===== config.mk =====
export PLATFORM = sky130hd
export DESIGN_NAME = dmem_bus_ctrl_flat
export DESIGN_NICKNAME = d
export VERILOG_FILES = /design/src/rtl/dmem_bus_ctrl_if.sv /design/src/rtl/dmem_bus_ctrl.sv /design/src/flat_wrapper.sv
export SDC_FILE = /design/constraint.sdc
export NUM_CORES = 1
export LEC_CHECK = 0
export ABC_AREA = 1
export BUFFER_PORTS_ARGS = -buffer_cell sky130_fd_sc_hd__buf_2
export CORE_MARGIN = 2
export CORE_UTILIZATION = 52
export CTS_CLUSTER_DIAMETER = 80
export DETAILED_ROUTE_END_ITERATION = 8
export GPL_ROUTABILITY_DRIVEN = 0
export GPL_TIMING_DRIVEN = 0
export PLACE_DENSITY = 0.83
export SYNTH_ARGS = -nofsm -noshare
export SYNTH_HDL_FRONTEND = slang
export SYNTH_SLANG_ARGS = --single-unit

===== constraint.sdc =====
create_clock -name clk -period 3.5 [get_ports clk]
set_input_delay 1.05 -clock clk [delete_from_list [all_inputs] [get_ports clk]]
set_output_delay 1.05 -clock clk [all_outputs]
set_load 0.05 [all_outputs]

===== src/rtl/dmem_bus_ctrl_if.sv =====
// SRAM-like data bus between the MEM-stage controller and data memory.
// The master side issues req/wr/size/addr/wdata/wstrb and receives
// addr_ok (request accepted), data_ok (completion) and rdata.
interface dmem_bus_ctrl_if #(
    parameter int ADDR_W = 32,
    parameter int DATA_W = 32
);
    logic                  data_req;
    logic                  data_wr;
    logic [1:0]            data_size;
    logic [ADDR_W-1:0]     data_addr;
    logic [DATA_W-1:0]     data_wdata;
    logic [DATA_W/8-1:0]   data_wstrb;
    logic                  data_addr_ok;
    logic                  data_data_ok;
    logic [DATA_W-1:0]     data_rdata;

    modport master (
        output data_req,
        output data_wr,
        output data_size,
        output data_addr,
        output data_wdata,
        output data_wstrb,
        input  data_addr_ok,
        input  data_data_ok,
        input  data_rdata
    );

    modport slave (
        input  data_req,
        input  data_wr,
        input  data_size,
        input  data_addr,
        input  data_wdata,
        input  data_wstrb,
        output data_addr_ok,
        output data_data_ok,
        output data_rdata
    );
endinterface


===== src/rtl/dmem_bus_ctrl.sv =====
// MEM-stage data-memory bus controller.
// Turns each MEM-stage load/store into one req/addr_ok/data_ok bus
// transaction, stalls the pipeline until it completes, and aligns and
// extends load data into a registered MEM_DMOut.
// Optional feature macro: DMEM_WBUF_EN -- stores retire at addr_ok and a
// one-deep write-buffer flag holds off the next access until the store's
// data_ok arrives.
module dmem_bus_ctrl #(
    parameter int ADDR_W = 32,
    parameter int DATA_W = 32
) (
    input  logic                clk,
    input  logic                resetn,
    input  logic                MEM_Valid,
    input  logic                MEM_ExceptHit,
    input  logic [31:0]         MEM_ALUOut,
    input  logic                MEM_LoadEn,
    input  logic [1:0]          MEM_LoadSize,
    input  logic                MEM_LoadUnsigned,
    input  logic [DATA_W-1:0]   MEM_SWData,
    input  logic [DATA_W/8-1:0] data_sram_wen,
    dmem_bus_ctrl_if.master     bus,
    output logic [DATA_W-1:0]   MEM_DMOut,
    output logic                DMem_Stall
);

    typedef enum logic [1:0] {
        ST_IDLE = 2'd0,
        ST_REQ  = 2'd1,
        ST_WAIT = 2'd2,
        ST_DONE = 2'd3
    } state_t;

    // Bus size from store strobe popcount: 1 byte -> 0, 2 -> 1, 4 -> 2.
    function automatic logic [1:0] strb_to_size(input logic [3:0] strb);
        logic [2:0] cnt;
        logic [1:0] size;
        cnt = {2'b00, strb[0]} + {2'b00, strb[1]} + {2'b00, strb[2]} + {2'b00, strb[3]};
        case (cnt)
            3'd1:    size = 2'd0;
            3'd2:    size = 2'd1;
            default: size = 2'd2;
        endcase
        return size;
    endfunction

    // Bus size from the pipeline's load-size encoding (00 word, 01 half, 10 byte).
    function automatic logic [1:0] load_to_size(input logic [1:0] lsize);
        logic [1:0] size;
        case (lsize)
            2'b00:   size = 2'd2;
            2'b01:   size = 2'd1;
            2'b10:   size = 2'd0;
            default: size = 2'd2;
        endcase
        return size;
    endfunction

    // Select the addressed lane of the returned word and extend it.
    function automatic logic [31:0] extract_load(input logic [31:0] rdata,
                                                 input logic [1:0]  off,
                                                 input logic [1:0]  lsize,
                                                 input logic        uns);
        logic [15:0] half;
        logic [7:0]  byte_v;
        logic [31:0] res;
        half = off[1] ? rdata[31:16] : rdata[15:0];
        case (off)
            2'd0:    byte_v = rdata[7:0];
            2'd1:    byte_v = rdata[15:8];
            2'd2:    byte_v = rdata[23:16];
            2'd3:    byte_v = rdata[31:24];
            default: byte_v = rdata[7:0];
        endcase
        case (lsize)
            2'b01:   res = {{16{~uns & half[15]}}, half};
            2'b10:   res = {{24{~uns & byte_v[7]}}, byte_v};
            default: res = rdata;
        endcase
        return res;
    endfunction

    state_t                state_r;
    state_t                state_s;
    logic                  req_r;
    logic                  wr_r;
    logic [1:0]            size_r;
    logic [ADDR_W-1:0]     addr_r;
    logic [DATA_W-1:0]     wdata_r;
    logic [DATA_W/8-1:0]   wstrb_r;
    logic                  ld_r;
    logic [1:0]            ld_size_r;
    logic                  ld_uns_r;
    logic [DATA_W-1:0]     dmout_r;

    logic                  is_store_s;
    logic                  pending_s;
    logic                  wbuf_block_s;
    logic                  capture_s;
    logic                  load_done_s;
    logic                  stall_s;

    assign is_store_s  = (data_sram_wen != 4'd0);
    assign pending_s   = MEM_Valid & ~MEM_ExceptHit & (MEM_LoadEn | is_store_s);
    assign capture_s   = (state_r == ST_IDLE) & pending_s & ~wbuf_block_s;
    assign load_done_s = (state_r == ST_WAIT) & bus.data_data_ok & ld_r;

`ifdef DMEM_WBUF_EN
    logic wbuf_pending_r;

    // A data_ok in the same cycle releases the block so the capture can proceed.
    assign wbuf_block_s = wbuf_pending_r & ~bus.data_data_ok;

    // Track the one buffered store between its addr_ok and its data_ok.
    always_ff @(posedge clk or negedge resetn) begin
        if (!resetn) begin
            wbuf_pending_r <= 1'b0;
        end else if ((state_r == ST_REQ) && bus.data_addr_ok && wr_r) begin
            wbuf_pending_r <= 1'b1;
        end else if (bus.data_data_ok) begin
            wbuf_pending_r <= 1'b0;
        end else begin
            wbuf_pending_r <= wbuf_pending_r;
        end
    end
`else
    assign wbuf_block_s = 1'b0;
`endif

    // Next-state logic for the IDLE/REQ/WAIT/DONE transaction sequencer.
    always_comb begin
        state_s = state_r;
        case (state_r)
            ST_IDLE: begin
                if (capture_s) begin
                    state_s = ST_REQ;
                end else begin
                    state_s = ST_IDLE;
                end
            end
            ST_REQ: begin
                if (bus.data_addr_ok) begin
`ifdef DMEM_WBUF_EN
                    state_s = wr_r ? ST_DONE : ST_WAIT;
`else
                    state_s = ST_WAIT;
`endif
                end else begin
                    state_s = ST_REQ;
                end
            end
            ST_WAIT: begin
                if (bus.data_data_ok) begin
                    state_s = ST_DONE;
                end else begin
                    state_s = ST_WAIT;
                end
            end
            ST_DONE: state_s = ST_IDLE;
            default: state_s = ST_IDLE;
        endcase
    end

    // Pipeline stall: held while an access is waiting to start or in flight.
    always_comb begin
        stall_s = 1'b0;
        case (state_r)
            ST_IDLE: stall_s = pending_s;
            ST_REQ:  stall_s = 1'b1;
            ST_WAIT: stall_s = 1'b1;
            ST_DONE: stall_s = 1'b0;
            default: stall_s = 1'b0;
        endcase
    end

    // State register and registered bus request (high exactly while in REQ).
    always_ff @(posedge clk or negedge resetn) begin
        if (!resetn) begin
            state_r <= ST_IDLE;
            req_r   <= 1'b0;
        end else begin
            state_r <= state_s;
            req_r   <= (state_s == ST_REQ);
        end
    end

    // Capture the access in IDLE; the fields then stay frozen through REQ.
    always_ff @(posedge clk or negedge resetn) begin
        if (!resetn) begin
            wr_r      <= 1'b0;
            size_r    <= 2'd0;
            addr_r    <= '0;
            wdata_r   <= '0;
            wstrb_r   <= '0;
            ld_r      <= 1'b0;
            ld_size_r <= 2'd0;
            ld_uns_r  <= 1'b0;
        end else if (capture_s) begin
            wr_r      <= is_store_s;
            size_r    <= is_store_s ? strb_to_size(data_sram_wen) : load_to_size(MEM_LoadSize);
            addr_r    <= MEM_ALUOut[ADDR_W-1:0];
            wdata_r   <= MEM_SWData;
            wstrb_r   <= data_sram_wen;
            ld_r      <= MEM_LoadEn & ~is_store_s;
            ld_size_r <= MEM_LoadSize;
            ld_uns_r  <= MEM_LoadUnsigned;
        end else begin
            wr_r      <= wr_r;
            size_r    <= size_r;
            addr_r    <= addr_r;
            wdata_r   <= wdata_r;
            wstrb_r   <= wstrb_r;
            ld_r      <= ld_r;
            ld_size_r <= ld_size_r;
            ld_uns_r  <= ld_uns_r;
        end
    end

    // Load result register: updated only on a load's data_ok, held otherwise.
    always_ff @(posedge clk or negedge resetn) begin
        if (!resetn) begin
            dmout_r <= '0;
        end else if (load_done_s) begin
            dmout_r <= extract_load(bus.data_rdata, addr_r[1:0], ld_size_r, ld_uns_r);
        end else begin
            dmout_r <= dmout_r;
        end
    end

    assign bus.data_req   = req_r;
    assign bus.data_wr    = wr_r;
    assign bus.data_size  = size_r;
    assign bus.data_addr  = addr_r;
    assign bus.data_wdata = wdata_r;
    assign bus.data_wstrb = wstrb_r;
    assign MEM_DMOut      = dmout_r;
    assign DMem_Stall     = stall_s;

endmodule


===== src/flat_wrapper.sv =====
// flat-port wrapper written by rule: the top's interface ports become plain ports
module dmem_bus_ctrl_flat 
#(
    parameter int ADDR_W = 32,
    parameter int DATA_W = 32
)
  (clk, resetn, MEM_Valid, MEM_ExceptHit, MEM_ALUOut, MEM_LoadEn, MEM_LoadSize, MEM_LoadUnsigned, MEM_SWData, data_sram_wen, MEM_DMOut, DMem_Stall, bus_data_req, bus_data_wr, bus_data_size, bus_data_addr, bus_data_wdata, bus_data_wstrb, bus_data_addr_ok, bus_data_data_ok, bus_data_rdata);
  dmem_bus_ctrl_if #(.ADDR_W(ADDR_W), .DATA_W(DATA_W)) bus_i ();
  input  logic clk;
  input  logic resetn;
  input  logic MEM_Valid;
  input  logic MEM_ExceptHit;
  input  logic [31:0] MEM_ALUOut;
  input  logic MEM_LoadEn;
  input  logic [1:0] MEM_LoadSize;
  input  logic MEM_LoadUnsigned;
  input  logic [DATA_W-1:0] MEM_SWData;
  input  logic [DATA_W/8-1:0] data_sram_wen;
  output logic [DATA_W-1:0] MEM_DMOut;
  output logic DMem_Stall;
  output wire logic [$bits(bus_i.data_req)-1:0] bus_data_req;
  output wire logic [$bits(bus_i.data_wr)-1:0] bus_data_wr;
  output wire logic [$bits(bus_i.data_size)-1:0] bus_data_size;
  output wire logic [$bits(bus_i.data_addr)-1:0] bus_data_addr;
  output wire logic [$bits(bus_i.data_wdata)-1:0] bus_data_wdata;
  output wire logic [$bits(bus_i.data_wstrb)-1:0] bus_data_wstrb;
  input wire logic [$bits(bus_i.data_addr_ok)-1:0] bus_data_addr_ok;
  input wire logic [$bits(bus_i.data_data_ok)-1:0] bus_data_data_ok;
  input wire logic [$bits(bus_i.data_rdata)-1:0] bus_data_rdata;
  assign bus_data_req = bus_i.data_req;
  assign bus_data_wr = bus_i.data_wr;
  assign bus_data_size = bus_i.data_size;
  assign bus_data_addr = bus_i.data_addr;
  assign bus_data_wdata = bus_i.data_wdata;
  assign bus_data_wstrb = bus_i.data_wstrb;
  assign bus_i.data_addr_ok = bus_data_addr_ok;
  assign bus_i.data_data_ok = bus_data_data_ok;
  assign bus_i.data_rdata = bus_data_rdata;
  dmem_bus_ctrl #(.ADDR_W(ADDR_W), .DATA_W(DATA_W)) u_core (.clk(clk), .resetn(resetn), .MEM_Valid(MEM_Valid), .MEM_ExceptHit(MEM_ExceptHit), .MEM_ALUOut(MEM_ALUOut), .MEM_LoadEn(MEM_LoadEn), .MEM_LoadSize(MEM_LoadSize), .MEM_LoadUnsigned(MEM_LoadUnsigned), .MEM_SWData(MEM_SWData), .data_sram_wen(data_sram_wen), .bus(bus_i), .MEM_DMOut(MEM_DMOut), .DMem_Stall(DMem_Stall));
endmodule

==> results.toml <==
[floorplan]
core_area_um2 = 9770
rows = 36
start_util_pct = 53.4
die-width_um = 104
die_h_um = 104
ios = 215
die_area_um2 = 10800

[grt]
gr-usage-all-layers_pct = 25.5
grt_antenna_before_repair = 2
grt_max_degree = 63
grt_pass1_wl_mm = 22.4
grt_pass1_vias = 4775
grt_remaining_overflow = 0

[setup_path]
startpoint_type = "input pin"
critPathMaxFanout = 3
cp-end-kind = "output port"
crit_type = "in2out"
reg2reg_depth = 9
arrival_ns = 2.01
required_ns = 2.45

[yosys]
ys.flop_type = "dfrtp_1"
netlist_area_um2 = 5220
ys_seq_area_share_pct = 52.8
synthCells = 645
syn_nets = 766
synth-seq-cells = 110
synthArstFlopShare_pct = 100
synth.yosys.warnings = 0
syn_area_per_cell_um2 = 8.09
yosys.cell_types.count = 28
synth_edf_count = 0

[routing]
ant_nets = 0
finalWirelength_mm = 13.6
dr_total_vias = 4986
route.detailed.drc = 0
via_per_inst = 4.93
drtPass1Iterations = 5
post_drt_wl_per_cell_um = 13.5
drt_iter0_drc = 228

[hold_path]
hold_class = "reg2reg"
worstHoldPathCells = 2

[placed_design]
post_dp_cell_area_um2 = 6480
hpwlAfterDp_mm = 10.3
port_buffers = 214
dp.cells = 993

[sta]
fmax_mhz = 327
fin_crit_ns = 3.06
final.setup_skew_ns = 0.0100
tns_ns = 0
finalHoldViolCount = 0
report.final.slew_viol_count = 0
setup_viol = 0
worstMarginPinSlew_ns = 0.629
rsz0062_at_grt = "false"
maxSlewHeadroom_pct = 58.1
period_share_pct = 87.5

[cells_and_area]
fin_area_um2 = 6690
nNetsFinal = 992
layout_commonest_cell = "nand2_1"
drive_gt1_share_pct = 33.3
final_cells = 1011
final_cell_mix = "nand2_1, buf_2, dfrtp_1"
area_growth_pct = 28.2

[power_and_ir_drop]
cell_internal_pwr_mw = 3.10
power_frac_comb_pct = 59.3
power.density_nw_per_um2 = 1050
p_leak_nw = 3.94
power_frac_clock_pct = 11.0
swShare_pct = 55.8
ir_drop_v = 0.000605
seq_power_share_pct = 29.8
p_switching_mw = 3.92

[clocking]
cts.sinks = 110
cts_buffer_depth = 2
clk_pin_slew_worst_paths_ns = 0.10
insertion_delay_ns = 0.36
cts_tree = "done"
cts_hold_buf = 0
ctsRootBufferMaster = "clkbuf_8"
numCtsBuffers = 9
cts_resized = 0
h-tree-depth = 3
cts_setup_buffers = 0

[flow_run]
max_cap_violations = 0

[status]
outcome = "finished, final reports clean"
[per-stage QoR]
step,utilization (%),hold WS [ns],total power [mW],setup WS (ns)
finish,68.4,0.482,7.02,0.437
global route,68.4,0.507,7.46,0.336
CTS,68.3,0.487,7.04,0.405
detailed placement,66.3,0.460,6.26,0.405
global placement,66.0,0.457,6.18,0.124
floorplan,-,0.478,5.24,0.577
[critical path, stage by stage]
cell and delay, ns:
buf_2 0.09, inv_1 0.05, ha_1 0.20, nand3_2 0.09, inv_2 0.05, nand2_1 0.08
nand3_1 0.08, nand2_1 0.06, buf_2 0.26
[cells in the mapped netlist (8+ instances only)]
| cell | count | area (µm²) |
|---|---|---|
| o21ai_0 | 27 | 135 |
| nand2_1 | 310 | 1160 |
| or2_2 | 16 | 100 |
| dfrtp_1 | 110 | 2750 |
| ha_1 | 10 | 125 |
| a21oi_1 | 46 | 230 |
| buf_2 | 11 | 55.1 |
| clkbuf_1 | 8 | 30.0 |
| buf_4 | 9 | 67.6 |
| a21oi_2 | 9 | 78.8 |
| nand3_1 | 9 | 45.0 |
| inv_1 | 50 | 188 |
[final timing paths]
| path | startpoint | endpoint | slack (ns) |
|---|---|---|---|
| max | data_sram_wen[0] | DMem_Stall | 0.44 |
| min | u_core.MEM_DMOut[4]$_DFFE_PN0P_ | u_core.MEM_DMOut[4]$_DFFE_PN0P_ | 0.48 |
| max reg2reg | u_core.state_r[0]$_DFF_PN0_ | u_core.MEM_DMOut[8]$_DFFE_PN0P_ | 1.74 |
| min reg2reg | u_core.MEM_DMOut[4]$_DFFE_PN0P_ | u_core.MEM_DMOut[4]$_DFFE_PN0P_ | 0.48 |
| max in group asynchronous | resetn | u_core.bus.data_addr[4]$_DFFE_PN0P_ | 2.10 |
| min in group asynchronous | resetn | u_core.bus.data_wdata[9]$_DFFE_PN0P_ | 0.69 |
[sequential cells by signal, indices dropped and copies added (netlist names)]
| signal | flops |
|---|---|
| u_core.bus.data_wdata | 32 |
| u_core.ld_r | 1 |
| u_core.bus.data_wr | 1 |
| u_core.MEM_DMOut | 32 |
| u_core.ld_size_r | 2 |
| u_core.ld_uns_r | 1 |
| u_core.bus.data_wstrb | 4 |
| u_core.bus.data_size | 2 |
| u_core.bus.data_addr | 32 |
| u_core.bus.data_req | 1 |
| u_core.state_r | 2 |
[layer usage]
layer	vias up	part of all wire [%]	global-route usage, %
met1	2262	41	32.4
met2	248	48	41.6
met4	0	3.2	10.9
met3	43	8.1	6.20
li1	2433	-	-
met5	-	0	0
[layout make-up]
type	instances	area, µm²
timing repair buffer	215	1100
antenna	2	5.00
buffer	32	206
inverter	56	210
fill	850	3090
clock buffer	9	124
clock inverter	7	73.8
sequential	110	2750
multi-input combinational	447	2050
tap	133	166
[power groups by stage]
stage / logic, mW / clock network, mW / registers (mW)
2_1_floorplan: 1.35 / 0 / 3.89
5_1_grt: 4.46 / 0.845 / 2.16
6_report: 4.16 / 0.770 / 2.09
4_1_cts: 4.17 / 0.782 / 2.09
3_3_place_gp: 4.08 / 0 / 2.10
3_5_place_dp: 4.17 / 0 / 2.09
[kinds of logic after synthesis]
group,count (synthesis),synth area share [%]
adders and majority gates,11,2.78
and+or+nand+nor,344,26.3
AOI/OAI and AO/OA,92,10.1
DFF,110,52.8
buffers and inverters,88,7.99
(Power assumes the default switching activity.)
